## config.mk

```make
export PLATFORM = sky130hd
export DESIGN_NAME = uart_tx_frame_ctrl
export DESIGN_NICKNAME = d
export VERILOG_FILES = /design/src/rtl/uart_pkg.sv /design/src/rtl/uart_tx_shifter.sv /design/src/rtl/uart_tx_frame_ctrl.sv
export SDC_FILE = /design/constraint.sdc
export NUM_CORES = 1
export LEC_CHECK = 0
export CORE_ASPECT_RATIO = 0.5
export CORE_MARGIN = 8
export CORE_UTILIZATION = 50
export CTS_BUF_LIST = sky130_fd_sc_hd__clkbuf_8
export DETAILED_ROUTE_END_ITERATION = 10
export PLACE_DENSITY = 0.79
export RECOVER_POWER = 50
export SYNTH_ARGS = -nofsm -noshare
export SYNTH_HDL_FRONTEND = slang
export SYNTH_HIERARCHICAL = 1
export SYNTH_SLANG_ARGS = --single-unit
```

## constraint.sdc

```tcl
create_clock -name clk -period 3 [get_ports clk]
set_input_delay 0.6 -clock clk [delete_from_list [all_inputs] [get_ports clk]]
set_output_delay 0.6 -clock clk [all_outputs]
set_load 0.02 [all_outputs]
```

## src/rtl/uart_pkg.sv

```systemverilog
// rtl/uart_pkg.sv - shared types and constants for the UART transmit path
package uart_pkg;

  localparam logic IDLE_LEVEL     = 1'b1;
  localparam int   MAX_DATA_WIDTH = 9;

  typedef enum logic [2:0] {
    TX_IDLE   = 3'd0,
    TX_START  = 3'd1,
    TX_DATA   = 3'd2,
    TX_PARITY = 3'd3,
    TX_STOP1  = 3'd4,
    TX_STOP2  = 3'd5,
    TX_BREAK  = 3'd6
  } tx_state_e;

  typedef enum logic [1:0] {
    PAR_NONE = 2'd0,
    PAR_EVEN = 2'd1,
    PAR_ODD  = 2'd2
  } parity_e;

  // Folds the two parity config pins into one mode value at accept time.
  function automatic parity_e par_mode(input logic en, input logic odd);
    if (!en) return PAR_NONE;
    return odd ? PAR_ODD : PAR_EVEN;
  endfunction

endpackage

```

## src/rtl/uart_tx_shifter.sv

```systemverilog
// rtl/uart_tx_shifter.sv - data shift register, bit counter and parity accumulator
//
// Ports:
//   clk, reset  clock, synchronous active-high reset
//   load        capture load_data, clear counter and parity
//   shift       shift one data bit out (right), count it, fold it into parity
//   load_data   word to serialize, LSB first
//   bit_next    serial bit that will be on the line after this cycle's edge
//   last_bit    counter is at the final data bit
//   parity      even parity (XOR) of the whole loaded word, valid on the last bit
module uart_tx_shifter #(
  parameter  int DATA_WIDTH = 8,
  localparam int CNT_W      = $clog2(DATA_WIDTH)
) (
  input  logic                  clk,
  input  logic                  reset,
  input  logic                  load,
  input  logic                  shift,
  input  logic [DATA_WIDTH-1:0] load_data,
  output logic                  bit_next,
  output logic                  last_bit,
  output logic                  parity
);
  import uart_pkg::*;

  logic [DATA_WIDTH-1:0] sreg;
  logic [CNT_W-1:0]      cnt;
  logic                  acc;

  always_ff @(posedge clk) begin
    if (reset) begin
      sreg <= '0;
      cnt  <= '0;
      acc  <= 1'b0;
    end else if (load) begin
      sreg <= load_data;
      cnt  <= '0;
      acc  <= 1'b0;
    end else if (shift) begin
      sreg <= sreg >> 1;
      cnt  <= cnt + CNT_W'(1);
      acc  <= acc ^ sreg[0];
    end
  end

  // The caller registers the line level on the same edge that shifts, so it
  // needs the post-shift LSB.
  assign bit_next = shift ? sreg[1] : sreg[0];
  assign last_bit = (cnt == CNT_W'(DATA_WIDTH - 1));
  // acc holds bits 0..W-2 once the counter reaches the last bit; the last
  // bit is still sitting in sreg[0].
  assign parity   = acc ^ sreg[0];

endmodule

```

## src/rtl/uart_tx_frame_ctrl.sv

```systemverilog
// rtl/uart_tx_frame_ctrl.sv - UART transmit frame FSM with one-deep holding buffer
//
// Optional feature macro: UART_TX_BREAK_EN (adds tx_break input and BREAK state).
//
// Ports:
//   clk, reset   clock, synchronous active-high reset
//   tick         one-cycle baud enable, one bit period per tick interval
//   tx_data      word to send, LSB first
//   tx_valid     source has a word
//   tx_ready     holding buffer empty; accept on tx_valid && tx_ready
//   par_en       parity bit enabled (sampled at accept)
//   par_odd      odd parity when 1, even when 0 (sampled at accept)
//   stop2        two stop bits when 1 (sampled at accept)
//   tx_break     (UART_TX_BREAK_EN only) hold the line low while high
//   tx_out       registered serial line, idle high
//   busy         registered, frame in progress
//   frame_done   one-cycle pulse after the tick that ends the last stop bit
module uart_tx_frame_ctrl #(
  parameter int DATA_WIDTH = 8
) (
  input  logic                  clk,
  input  logic                  reset,
  input  logic                  tick,
  input  logic [DATA_WIDTH-1:0] tx_data,
  input  logic                  tx_valid,
  output logic                  tx_ready,
  input  logic                  par_en,
  input  logic                  par_odd,
  input  logic                  stop2,
`ifdef UART_TX_BREAK_EN
  input  logic                  tx_break,
`endif
  output logic                  tx_out,
  output logic                  busy,
  output logic                  frame_done
);
  import uart_pkg::*;

  localparam logic [2:0] ST_IDLE   = TX_IDLE;
  localparam logic [2:0] ST_START  = TX_START;
  localparam logic [2:0] ST_DATA   = TX_DATA;
  localparam logic [2:0] ST_PARITY = TX_PARITY;
  localparam logic [2:0] ST_STOP1  = TX_STOP1;
  localparam logic [2:0] ST_STOP2  = TX_STOP2;
`ifdef UART_TX_BREAK_EN
  localparam logic [2:0] ST_BREAK  = TX_BREAK;
`endif

  logic [2:0]            state;
  logic [2:0]            state_nxt;

  // Holding buffer: word plus its own config, frozen at accept.
  logic                  buf_full;
  logic [DATA_WIDTH-1:0] buf_data;
  parity_e               buf_par;
  logic                  buf_stop2;

  // Config of the frame on the wire; the buffer may be refilled meanwhile.
  parity_e               fr_par;
  logic                  fr_stop2;
`ifdef UART_TX_BREAK_EN
  logic                  fr_break;
`endif

  logic                  accept;
  logic                  enter_start;
  logic                  frame_end;
  logic                  tx_out_nxt;
  logic                  sh_shift;
  logic                  sh_bit;
  logic                  sh_last;
  logic                  sh_parity;

  assign tx_ready = !buf_full;
  assign accept   = tx_valid && tx_ready;
  assign sh_shift = tick && (state == ST_DATA);

  uart_tx_shifter #(.DATA_WIDTH(DATA_WIDTH)) u_shifter (
    .clk       (clk),
    .reset     (reset),
    .load      (enter_start),
    .shift     (sh_shift),
    .load_data (buf_data),
    .bit_next  (sh_bit),
    .last_bit  (sh_last),
    .parity    (sh_parity)
  );

  always_comb begin
    state_nxt = state;
    frame_end = 1'b0;
    if (tick) begin
      case (state)
        ST_IDLE: begin
          if (buf_full) state_nxt = ST_START;
`ifdef UART_TX_BREAK_EN
          // A break request wins over a waiting word.
          if (tx_break) state_nxt = ST_BREAK;
`endif
        end
        ST_START:  state_nxt = ST_DATA;
        ST_DATA: begin
          if (sh_last) state_nxt = (fr_par != PAR_NONE) ? ST_PARITY : ST_STOP1;
        end
        ST_PARITY: state_nxt = ST_STOP1;
        ST_STOP1: begin
          if (fr_stop2) state_nxt = ST_STOP2;
          else          frame_end = 1'b1;
        end
        ST_STOP2:  frame_end = 1'b1;
`ifdef UART_TX_BREAK_EN
        ST_BREAK: begin
          if (!tx_break) state_nxt = ST_STOP1;
        end
`endif
        default:   state_nxt = ST_IDLE;
      endcase
      // Back-to-back: a waiting word starts right after the last stop bit.
      if (frame_end) state_nxt = buf_full ? ST_START : ST_IDLE;
    end
  end

  // Entering START only ever happens on a tick out of another state.
  assign enter_start = tick && (state_nxt == ST_START);

  always_comb begin
    tx_out_nxt = IDLE_LEVEL;
    case (state_nxt)
      ST_START:  tx_out_nxt = 1'b0;
      ST_DATA:   tx_out_nxt = sh_bit;
      ST_PARITY: tx_out_nxt = sh_parity ^ (fr_par == PAR_ODD);
`ifdef UART_TX_BREAK_EN
      ST_BREAK:  tx_out_nxt = 1'b0;
`endif
      default:   tx_out_nxt = IDLE_LEVEL;
    endcase
  end

  always_ff @(posedge clk) begin
    if (reset) begin
      state      <= ST_IDLE;
      buf_full   <= 1'b0;
      buf_data   <= '0;
      buf_par    <= PAR_NONE;
      buf_stop2  <= 1'b0;
      fr_par     <= PAR_NONE;
      fr_stop2   <= 1'b0;
`ifdef UART_TX_BREAK_EN
      fr_break   <= 1'b0;
`endif
      tx_out     <= IDLE_LEVEL;
      busy       <= 1'b0;
      frame_done <= 1'b0;
    end else begin
      state <= state_nxt;
      busy  <= (state_nxt != ST_IDLE);
      // Shifter and parity state move after the last data bit, so the line
      // level is only recomputed on ticks, when it was derived from them.
      if (tick) tx_out <= tx_out_nxt;
`ifdef UART_TX_BREAK_EN
      frame_done <= frame_end && !fr_break;
`else
      frame_done <= frame_end;
`endif

      if (enter_start) begin
        buf_full <= 1'b0;
        fr_par   <= buf_par;
        fr_stop2 <= buf_stop2;
`ifdef UART_TX_BREAK_EN
        fr_break <= 1'b0;
`endif
      end else if (accept) begin
        buf_full  <= 1'b1;
        buf_data  <= tx_data;
        buf_par   <= par_mode(par_en, par_odd);
        buf_stop2 <= stop2;
      end

`ifdef UART_TX_BREAK_EN
      if (tick && (state == ST_IDLE) && (state_nxt == ST_BREAK)) fr_break <= 1'b1;
      // A break is always closed with a single stop bit.
      if (tick && (state == ST_BREAK) && (state_nxt == ST_STOP1)) fr_stop2 <= 1'b0;
`endif
    end
  end

endmodule

```

### Word-level counts from Yosys, hierarchy flattened

Cells that the tools add are included.

| operators by class | value |
|---|---|
| add/subtract/negate cells | 1 |
| $mul | 0 |
| div/mod/pow operators | 0 |
| magnitude comparators | 0 |
| equality and inequality tests | 10 |
| shift operators | 0 |
| multiplexer cells | 22 |
| bitwise operators | 4 |
| reduce and logical (&&, ||, !) cells | 11 |

Operator list:

| kind | count |
|---|---|
| $mux 3 | 6 |
| $pmux 3 s6 | 1 |
| $mux 8 | 2 |
| $eq 3x2->1 const B | 4 |
| $eq 3x3->1 const B | 3 |
| $mux 1 | 8 |
| $eq 3x1->1 const B | 2 |
| $mux 2 | 3 |
| $reduce_bool 2->1 | 2 |
| $reduce_or 2->1 | 2 |
| $add 3x1->3 const B | 1 |
| $logic_and 1x1->1 | 3 |
| $logic_not 3->1 | 1 |
| $pmux 1 s3 | 1 |
| $reduce_bool 3->1 | 1 |
| $eq 2x2->1 const B | 1 |
| $not 1->1 | 2 |
| $pmux 1 s2 | 1 |
| $reduce_and 2->1 | 1 |
| $xor 1x1->1 | 2 |
| $logic_not 1->1 | 1 |

| word-level totals | value |
|---|---|
| register bits | 33 |
| latch bits | 0 |
| memory bits (writable) | 0 |
| memory bits (read-only) | 0 |
| input bits | 15 |
| output and inout bits | 4 |
| logic and storage cells | 61 |
| memories | 0 |

### Longest topological paths before layout

| depth | value |
|---|---|
| depth after elaboration | 11 |
| gate-level depth with buffers | 7 |
| depth with buffers taken out | 7 |

### Cells and area by module

The synthesis kept the hierarchy.

By module, submodules not included:

| module | instances | cells an instance | area each (um^2) |
|---|---|---|---|
| uart_tx_frame_ctrl | 1 | 109 | 930.9 |
| uart_tx_shifter | 1 | 53 | 558.0 |

### Worst setup path after synthesis

OpenSTA, ideal clock, no wires.

| timing | value |
|---|---|
| path type | input port to flip-flop |
| from | input tick |
| to | register tx_out |
| setup time | 0.122 ns |
| data arrival time | 2.140 ns |
| data required time | 2.878 ns |
| path slack | 0.738 ns |
| stages | 7 |
| cells stage by stage | buf_4 -> inv_1 -> nor3_1 -> mux2_2 -> a21o_1 -> mux2_1 -> o32a_1 |

| on the way | value |
|---|---|
| word-level cells in the longest chain between the ends | 3 |
| elaborated cells on any way between the ends | 7 |
| classes of those cells | eq/ne: 3; mux: 3; reduce/logical: 1 |

RTL lines:

| element | line | source |
|---|---|---|
| start, declared | uart_tx_frame_ctrl.sv:23 | `input logic tick,` |
| $logic_and 1x1->1 | uart_tx_frame_ctrl.sv:76 | `assign sh_shift = tick && (state == ST_DATA);` |
| net sh_shift | uart_tx_frame_ctrl.sv:69 | `logic sh_shift;` |
| $mux 1 | uart_tx_shifter.sv:48 | `assign bit_next = shift ? sreg[1] : sreg[0];` |
| net sh_bit | uart_tx_frame_ctrl.sv:70 | `logic sh_bit;` |
| $pmux 1 s3 | uart_tx_frame_ctrl.sv:128 | `case (state_nxt)` |
| end signal, assigned | uart_tx_frame_ctrl.sv:159 | `if (tick) tx_out <= tx_out_nxt;` |
| end, declared | uart_tx_frame_ctrl.sv:33 | `output logic tx_out,` |

The timed path passes the listed nets, and every way through them passes these cells.
A chain may end at the register's enable or synchronous reset.

### Final worst setup path

| timing | value |
|---|---|
| from | input tick |
| to | register u_shifter.sreg[1] |

| on the way | value |
|---|---|
| word-level cells in the longest chain between the ends | 4 |
| elaborated cells on any way between the ends | 6 |
| classes of those cells | eq/ne: 1; mux: 2; reduce/logical: 3 |

RTL lines:

| element | line | source |
|---|---|---|
| $mux 3 | uart_tx_frame_ctrl.sv:92 | `if (tick) begin` |
| $eq 3x1->1 | uart_tx_frame_ctrl.sv:124 | `assign enter_start = tick && (state_nxt == ST_START);` |
| $logic_and 1x1->1 * | uart_tx_frame_ctrl.sv:124 |  |
| net enter_start | uart_tx_frame_ctrl.sv:66 | `logic enter_start;` |
| $mux 8 / $reduce_bool 2->1 (equally long branches) | -- |  |
| end signal, assigned | uart_tx_shifter.sv:36 | `sreg <= load_data;` |
| end signal, assigned | uart_tx_shifter.sv:40 | `sreg <= sreg >> 1;` |
| end, declared | uart_tx_shifter.sv:26 | `logic [DATA_WIDTH-1:0] sreg;` |

Mark *: on every way through the listed nets, which the timed path passes. The rest lies on a longest branch.

==> metrics.md <==
| Metric | Value |
|---|---|
| Met3 layer usage reported by global route | `0.0438` |
| Post-Syn Area | `0.00149 sq mm` |
| Fraction of registers with async set or reset after synthesis | `0` |
| # DRC | `0` |
| Fmax | `approximately 430 MHz` |
| Hold bufs inserted after CTS | `0` |
| Static power due to leakage | `a little under 0.7 nW` |
| Number of buffers created by CTS | `5` |
| Critical Path AT | `about 2.5 ns` |
| Clock slew at the register clock pins of the worst setup and hold paths | `0.07 ns` |
| Area of the die | `0.00509 sq mm` |
| First-pass GRT wire length | `roughly 4600 um` |
| Global-route layer with the greatest usage | `met2` |
| Final Max Slew Viols | `0` |
| Syn Inst Count | `162` |
| Setup_tns | `0 ns` |
| Final Critical Period | `around 2.3 ns` |
| PortBufs | `18` |
| IO Count | `19` |
| Largest net degree at the start of global routing | `20` |
| Distinct cells, synth | `40` |
| Share of cells above drive strength 1 | `0.0934` |
| Number of enable flip-flop cells after synthesis | `0` |
| GRT met2 Usage | `0.192` |
| Clock tree from TritonCTS | `done` |
| Post-synthesis net count | `around 180` |
| Core Box Area | `0.00293 sq mm` |
| Count of nets left with antenna violations after detail routing | `0` |
| Final Routed Wirelength | `around 2700 um` |
| Dpl hpwl | `1920 um` |
| Final Total Pwr | `about 1.0 mW` |
| Number of buffers on the longest clock path | `2` |
| Final weighted congestion in routability-driven placement | `just under 0.8` |
| Power density relative to cell area | `approximately 560 mW/mm^2` |
| Seq/Total Area, Yosys | `0.444` |
| Sinks on the clock net | `33` |
| Result of the run | `completed` |
| Slew @ Worst Pin | `~0.76 ns` |
| Setup clock skew after layout | `0.00737 ns` |
| Overflow after GRT | `0` |
| Flop-to-flop setup slack | `about 1.0 ns` |
| Nets | `199` |
| Num rows | `14` |
| # Post-CTS Setup Buffers | `0` |
| First-pass iteration count of the detailed router | `4` |
| Area added between synthesis and finish | `20.7%` |
| Chip Width | `93.2 um` |
| Max_cap viols | `0` |
| Type of the most critical hold path | `reg2reg` |
| Number of hold-slack violations in the final timing report | `0` |
| Commonest non-fill, non-tap cell in the layout | `sky130_fd_sc_hd__dfxtp_1` |
| Largest fanout on the critical path | `19` |
| Starting density of the core | `0.509` |
| Detailed-route wire length per cell | `12.3 um` |
| Rel. slew slack | `0.493` |
| H-Tree Depth | `2` |
| Count of vias placed by the detailed router | `1182` |
| Final count of negative-setup-slack endpoints | `0` |
| Top flip-flop cell by instance count after synthesis | `sky130_fd_sc_hd__dfxtp_1` |
| Number of gates resized after CTS | `0` |
| Ratio of routed vias to standard cells | `5.32` |
| Clock Latency Late Sink | `between 0.2 and 0.3 ns` |
| Number of warnings printed during yosys synthesis | `6` |
| Sort of element at the start of the critical path | `input pin` |
| Post-synthesis register bit count | `33` |
| Floorplan die height | `54.6 um` |
| Type of destination of the critical path | `flip-flop` |
| Required time reported for the critical path endpoint | `3.20 ns` |
| Unrepaired setup endpoints after global routing | `no` |
| Final period utilization | `0.780` |
| Mean area per synthesized cell | `9.19 sq um` |
| Number of global-route vias before repair | `about 1100` |
| CTS Root Buffer Type | `sky130_fd_sc_hd__clkbuf_8` |
| Most frequent cells in the layout | `sky130_fd_sc_hd__dfxtp_1 (33), sky130_fd_sc_hd__nand2_1 (25), sky130_fd_sc_hd__a21oi_1 (18)` |
| Critical setup path kind | `in2reg` |
| Global-route usage over all layers | `0.119` |
| Met1 track demand over resource in global routing | `0.135` |
| Count of inserted antenna diode cells | `0` |
| Highest ir drop seen on vdd | `between 0.3 and 0.4 mV` |
| Drt initial violations | `68` |
| Initial antenna violation count | `0` |
## metrics by stage
step | setup slack, ns | cells | hold slack, ns | instance area [sq um] | utilization
after global placement | 0.602 | 215 | 0.442 | 1700 | 0.583
final | 0.660 | 222 | 0.461 | 1800 | 0.614
after detailed placement | 0.529 | 215 | 0.450 | 1700 | 0.583
after CTS | 0.832 | 222 | 0.460 | 1810 | 0.618
after global routing | 0.509 | 222 | 0.472 | 1800 | 0.614
after floorplan | 0.738 | 162 | 0.431 | 1490 | -
## path summary, 6_finish.rpt
kind / start / to / cells after the start
max: tick / u_shifter/sreg[1]$_SDFFE_PP0P_ / 7
min reg2reg: buf_data[3]$_SDFFE_PP0P_ / buf_data[3]$_SDFFE_PP0P_ / 2
max reg2reg: u_shifter/cnt[0]$_SDFFE_PP0P_ / tx_out$_SDFFE_PP1P_ / 7
min: buf_data[3]$_SDFFE_PP0P_ / buf_data[3]$_SDFFE_PP0P_ / 2
## synth_stat cells, drive strengths merged (2+ instances only)
| master | instances | area (sq um) |
|---|---|---|
| a211o | 2 | 17.5 |
| mux2i | 11 | 110 |
| nor3 | 5 | 25.0 |
| ha | 2 | 25.0 |
| a21oi | 18 | 93.8 |
| a21o | 2 | 15.0 |
| buf | 5 | 35.0 |
| inv | 5 | 18.8 |
| nor2 | 7 | 26.3 |
| clkbuf | 4 | 15.0 |
| nor2b | 10 | 65.1 |
| xnor2 | 2 | 17.5 |
| nand2 | 25 | 93.8 |
| a211oi | 7 | 52.6 |
| mux2 | 2 | 22.5 |
| nand3b | 2 | 15.0 |
| dfxtp | 33 | 661 |
| nand2b | 4 | 25.0 |
## cells by family (layout without fill, tap and decap cells)
logic type,count (synthesis),count (layout),share of synthesized area
xor+xnor,3,3,0.0177
compound gates,36,36,0.174
buf+inv,14,34,0.0462
simple gates,61,61,0.213
mux,13,13,0.0891
fa+ha+maj,2,2,0.0168
flops,33,33,0.444
## worst max-delay path, cell delays in order
cell and delay [ns]:
sky130_fd_sc_hd__clkdlybuf4s50_1 0.48, sky130_fd_sc_hd__clkbuf_1 0.29, sky130_fd_sc_hd__nand2b_1 0.17, sky130_fd_sc_hd__a2111oi_4 0.32
sky130_fd_sc_hd__buf_4 0.30, sky130_fd_sc_hd__inv_1 0.15, sky130_fd_sc_hd__a211oi_1 0.23
## cell type report
class | count | area (sq um)
clock inverter | 2 | 35.0
timing repair buffer | 22 | 203
inverter | 5 | 18.8
clock buffer | 5 | 68.8
multi-input combinational | 115 | 761
sequential | 33 | 661
fill | 258 | 1130
tap | 40 | 50.0
## registers in the layout, indices dropped and copies added, names as in the netlist
| register | cells |
|---|---|
| tx_out | 1 |
| state | 3 |
| buf_par | 2 |
| frame_done | 1 |
| u_shifter/cnt | 3 |
| buf_full | 1 |
| busy | 1 |
| u_shifter/acc | 1 |
| buf_stop2 | 1 |
| u_shifter/sreg | 8 |
| fr_stop2 | 1 |
| fr_par | 2 |
| buf_data | 8 |
## per-layer routing
| metal | wire [um] | vias to the layer above | part of all wire |
|---|---|---|---|
| met2 | 1200 | 21 | 0.44 |
| met3 | 110 | 5 | 0.040 |
| met5 | 0 | - | 0 |
| met4 | 41 | 0 | 0.015 |
| li1 | - | 599 | - |
| met1 | 1380 | 557 | 0.51 |
## report_power, final
part	total, mW	switching, mW	internal (mW)
Clock	0.402	0.161	0.241
Combinational	0.121	0.0612	0.0598
Sequential	0.476	0.0154	0.461
(Power assumes the default switching activity.)
